--- src/rtl/seg_pattern_decoder.sv ---
`default_nettype none
// +--------------------------------------------------------------------------+
// | seg_pattern_decoder: 7-segment pattern -> BCD digit, 2-digit accumulator  |
// | Rev 1.0                                                                  |
// +--------------------------------------------------------------------------+
module seg_pattern_decoder #(
  parameter int STABLE_CYCLES = 2
) (
  input  logic       clk_2,
  input  logic       reset,
  input  logic       clear,
  input  logic [7:0] seg_in,
  input  logic       strobe,
  output logic [3:0] digit_out,
  output logic       valid,
  output logic       error,
  output logic [3:0] tens,
  output logic [3:0] ones,
  output logic [6:0] value,
  output logic [3:0] err_count,
  output logic       busy
);

  typedef enum logic [1:0] {
    IDLE    = 2'd0,
    QUAL    = 2'd1,
    DECODE  = 2'd2,
    RELEASE = 2'd3
  } state_t;

  localparam logic [3:0] STABLE_LAST = 4'(STABLE_CYCLES);

  state_t     state, state_n;
  logic [3:0] cnt, cnt_n;
  logic [6:0] lat, lat_n;
  logic [3:0] digit_n, tens_n, ones_n, err_count_n;
  logic [6:0] value_n;
  logic       valid_n, error_n;
  logic [4:0] dec;
  logic       unused_dp;

  assign unused_dp = seg_in[7];

  // {legal, digit}; only exact matches on segments a..g are legal
  function automatic logic [4:0] decode(input logic [6:0] p);
    case (p)
      7'h3f:   decode = {1'b1, 4'd0};
      7'h06:   decode = {1'b1, 4'd1};
      7'h5b:   decode = {1'b1, 4'd2};
      7'h4f:   decode = {1'b1, 4'd3};
      7'h66:   decode = {1'b1, 4'd4};
      7'h6d:   decode = {1'b1, 4'd5};
      7'h7d:   decode = {1'b1, 4'd6};
      7'h07:   decode = {1'b1, 4'd7};
      7'h7f:   decode = {1'b1, 4'd8};
      7'h6f:   decode = {1'b1, 4'd9};
      default: decode = {1'b0, 4'd0};
    endcase
  endfunction

  assign dec  = decode(lat);
  assign busy = (state != IDLE);

  always_comb begin
    state_n     = state;
    cnt_n       = cnt;
    lat_n       = lat;
    valid_n     = 1'b0;
    error_n     = 1'b0;
    digit_n     = digit_out;
    tens_n      = tens;
    ones_n      = ones;
    value_n     = value;
    err_count_n = err_count;

    case (state)
      IDLE: begin
        if (strobe) begin
          lat_n   = seg_in[6:0];
          cnt_n   = 4'd1;
          state_n = (STABLE_CYCLES == 1) ? DECODE : QUAL;
        end
      end
      QUAL: begin
        if (!strobe) begin
          state_n = IDLE;
        end else if (seg_in[6:0] != lat) begin
          lat_n = seg_in[6:0];
          cnt_n = 4'd1;
        end else begin
          cnt_n = cnt + 4'd1;
          if (cnt + 4'd1 == STABLE_LAST) state_n = DECODE;
        end
      end
      DECODE: begin
        if (dec[4]) begin
          valid_n = 1'b1;
          digit_n = dec[3:0];
          tens_n  = ones;
          ones_n  = dec[3:0];
          value_n = {3'b000, ones} * 7'd10 + {3'b000, dec[3:0]};
        end else begin
          error_n = 1'b1;
          if (err_count != 4'd15) err_count_n = err_count + 4'd1;
        end
        state_n = RELEASE;
      end
      RELEASE: begin
        if (!strobe) state_n = IDLE;
      end
      default: state_n = IDLE;
    endcase

    // clear overrides accumulator updates but leaves pulses and digit alone
    if (clear) begin
      tens_n      = 4'd0;
      ones_n      = 4'd0;
      value_n     = 7'd0;
      err_count_n = 4'd0;
    end
  end

  always_ff @(posedge clk_2) begin
    if (reset) begin
      state     <= IDLE;
      cnt       <= 4'd0;
      lat       <= 7'd0;
      digit_out <= 4'd0;
      valid     <= 1'b0;
      error     <= 1'b0;
      tens      <= 4'd0;
      ones      <= 4'd0;
      value     <= 7'd0;
      err_count <= 4'd0;
    end else begin
      state     <= state_n;
      cnt       <= cnt_n;
      lat       <= lat_n;
      digit_out <= digit_n;
      valid     <= valid_n;
      error     <= error_n;
      tens      <= tens_n;
      ones      <= ones_n;
      value     <= value_n;
      err_count <= err_count_n;
    end
  end

endmodule
`default_nettype wire

--- config.mk ---
export PLATFORM = sky130hd
export DESIGN_NAME = seg_pattern_decoder
export DESIGN_NICKNAME = d
export VERILOG_FILES = /design/src/rtl/seg_pattern_decoder.sv
export SDC_FILE = /design/constraint.sdc
export NUM_CORES = 1
export LEC_CHECK = 0
export ABC_AREA = 1
export CORE_MARGIN = 2
export CORE_UTILIZATION = 50
export CTS_CLUSTER_SIZE = 40
export DETAILED_ROUTE_END_ITERATION = 16
export PLACE_DENSITY = 0.74
export SYNTH_ARGS = -nofsm -noshare
export SYNTH_HDL_FRONTEND = slang
export SYNTH_SLANG_ARGS = --single-unit
--- constraint.sdc ---
create_clock -name clk_2 -period 2.6 [get_ports clk_2]
set_clock_uncertainty 0.05 [all_clocks]
set_input_delay 0.78 -clock clk_2 [delete_from_list [all_inputs] [get_ports clk_2]]
set_output_delay 0.78 -clock clk_2 [all_outputs]
set_load 0.05 [all_outputs]
==> summary.txt <==
Timing
  – Relative slew slack: 58.2%
  – Sum Neg Setup Slack: 0 ns
  – Final period utilization: 93.9%
  – Final hold vios: 0
  – Fin. max-slew vios: 0
  – RSZ-0062 raised after global routing: false
  – Min Tclk post-route: 2.44 ns
  – Worst Tran Pin Value: 0.627 ns
  – Max frequency: 410 MHz
  – Final setup fails: 0
  – Final WS setup: 0.159 ns

Die
  – CORE AREA: 4060 um2
  – Initial core utilization: 52.9%
  – Io pins: 38
  – Row cnt: 23
  – Die Y-Extent: 69.5 um
  – Full die area: 4830 um2
  – Die Wd: 69.5 um

Place
  – Port bufs: 36
  – Placed wire-length estimate: 3.24 mm
  – Routability congestion estimate: 0.844
  – Cell count after placement: 371
  – Dpl ws: 0.0370 ns
  – Placed inst area: 2530 um2

Clock network
  – CTS tree: done
  – Max clock buf depth: 2
  – CTS H-tree lvls: 2
  – Root Buffer: clkbuf_8
  – Worst-path clk slew: 0.07 ns
  – Clk sinks: 37
  – Worst-Skew Late Latency: 0.29 ns
  – Hold Buf Count CTS: 0
  – Resized Gates After CTS: 0
  – Setup Fix Bufs, Post-CTS: 0
  – CTS buffer count: 5

Worst setup path
  – CP delay by family, top: buffers and inverters
  – Crit-path cells: clkdlybuf4s50_1
  – Crit. End Element: output pin
  – Required time of the critical path: 1.77 ns
  – Crit start category: flop
  – CP Depth: 1
  – Crit path largest cell delay: 0.86 ns
  – Worst R2R Path Depth: 15
  – Slowest CP cell: clkdlybuf4s50_1
  – Worst path arrival time: 1.61 ns
  – Buf+Inv Stages, Crit Path: 1
  – Crit path max fanout: 6
  – CP Class: flop to output pin

Pwr
  – Maximum vdd drop: 307 uV
  – Cell-internal power: 0.000831 W
  – Clock power share: 36.8%
  – Power, Total: 0.00110 W
  – Sw frac: 24.5%
  – Gate power share: 9.5%
  – Pwr Density: 420 nW/um2
  – Sequential power share: 53.7%
  – Sw Pwr: 0.000270 W
  – Leak: 1.08 nW

Cells and area
  – Commonest non-fill, non-tap cells in the layout: 67 x nand2_1, 37 x dfxtp_1, 35 x clkdlybuf4s50_1
  – Most common cell after layout, fill and taps aside: nand2_1
  – Fin area: 2620 um2
  – ANT cells: 0
  – Layout cell share with drive strength beyond 1: 11.9%
  – Nets@finish: 351
  – Final Non-Filler Cells: 378
  – Area growth syn-to-layout: 22.1%

Logic synthesis
  – Synth cell types: 29
  – Ys Warns: 0
  – Yosys top cell by area: dfxtp_1
  – Sequential area share after synthesis: 34.5%
  – Syn nets: 313
  – Mapped cell area: 2150 um2
  – FF+latch count, synth: 37
  – Synth top area share: 34.5%
  – Synthesized area per cell: 7.40 um2
  – Post-synthesis instance total: 290
  – Top post-synthesis cells by area: dfxtp_1 34%, nand2_1 12%, a21oi_1 6.8%, nand3_1 6.3%, ha_1 5.2%

GRT
  – First-pass GRT wire length: 7.83 mm
  – Initial antenna violation count: 0
  – Largest net degree at the start of global routing: 19
  – Total grt overflow: 0
  – Vias in the first global route: 1809
  – Total GRT Usage: 19.8%

Min path
  – HP Class: flop to flop
  – Worst Hold Depth: 2

Detailed routing
  – Vias: 1915
  – DRT iter0 DRCs: 88
  – Initial DRT Pass Iterations: 4
  – Drt drc: 0
  – Drt total wl: 4.32 mm
  – DRT antenna net count: 0
  – Vias per std cell: 5.07
  – WL/cell: 11.4 um

Run
  – Max-Cap Viols: 0

Outcome
  – Status: finished clean
[layout make-up]
class / count / area [um2]
timing repair buffer: 39 / 385
sequential: 37 / 741
inverter: 30 / 113
multi-input combinational: 215 / 1230
clock buffer: 7 / 86.3
fill: 371 / 1440
tap: 50 / 62.6
[registers in the layout, indices dropped and copies added (netlist names), named ones only]
| name | flops |
|---|---|
| err_count | 4 |
| digit_out | 4 |
| cnt | 4 |
| ones | 4 |
| error | 1 |
| lat | 7 |
| valid | 1 |
| tens | 4 |
| value | 6 |
| state | 1 |
[synth_stat cells]
| cell | n |
|---|---|
| buf_8 | 2 |
| buf_2 | 2 |
| nand3b_1 | 1 |
| nor2_8 | 2 |
| nor2_1 | 28 |
| nand2_4 | 1 |
| nor2_2 | 3 |
| nand2_2 | 10 |
| xor2_1 | 4 |
| inv_1 | 26 |
| nor4_2 | 1 |
| inv_2 | 3 |
| ha_1 | 9 |
| buf_4 | 1 |
| dfxtp_1 | 37 |
| nor3_1 | 1 |
| clkbuf_1 | 3 |
| nand3_1 | 27 |
| nor3_2 | 1 |
| a21oi_2 | 7 |
| xnor2_1 | 8 |
| o21ai_0 | 4 |
| fa_1 | 2 |
| a21o_1 | 1 |
| nand2_1 | 67 |
| nand4_1 | 7 |
| clkinv_1 | 1 |
| a21oi_1 | 29 |
| nand2_8 | 2 |
[layer usage]
metal	up-vias	wire (um)	track usage, %
met1	864	2020	24.3
met2	33	2100	33.9
met4	0	57	6.54
met3	6	144	5.09
met5	-	0	0
li1	1012	-	-
[stage by stage]
step	hold slack (ns)	utilization [%]
6_report	0.413	64.6
5_1_grt	0.432	64.6
4_1_cts	0.414	64.6
3_5_place_dp	0.402	62.4
3_3_place_gp	0.397	62.4
2_1_floorplan	0.408	-
[power by group through the flow]
stage	combinational (W)	sequential [W]	clock, W
6_report	0.000105	0.000591	0.000405
5_1_grt	0.000121	0.000593	0.000443
4_1_cts	0.000106	0.000591	0.000414
3_5_place_dp	0.000105	0.000604	0
3_3_place_gp	0.000104	0.000604	0
2_1_floorplan	0.0000724	0.000601	0
[cells by family (layout without fill, tap and decap cells)]
kind of cell,after synthesis,after routing,share of synthesized area [%]
flops,37,37,34.5
buf+inv,38,76,7.98
fa+ha+maj,11,11,7.11
simple gates,151,151,34.6
xor+xnor,12,12,4.90
compound gates,41,41,10.9
[final timing paths]
check | from | endpoint | slack, ns
min reg2reg | value[2] | value[2] | 0.41
max reg2reg | lat[4] | value[5] | 0.24
min | value[2] | value[2] | 0.41
max | ones[0] | value[0] | 0.16
Note: power is estimated with default switching activity, not from simulation.
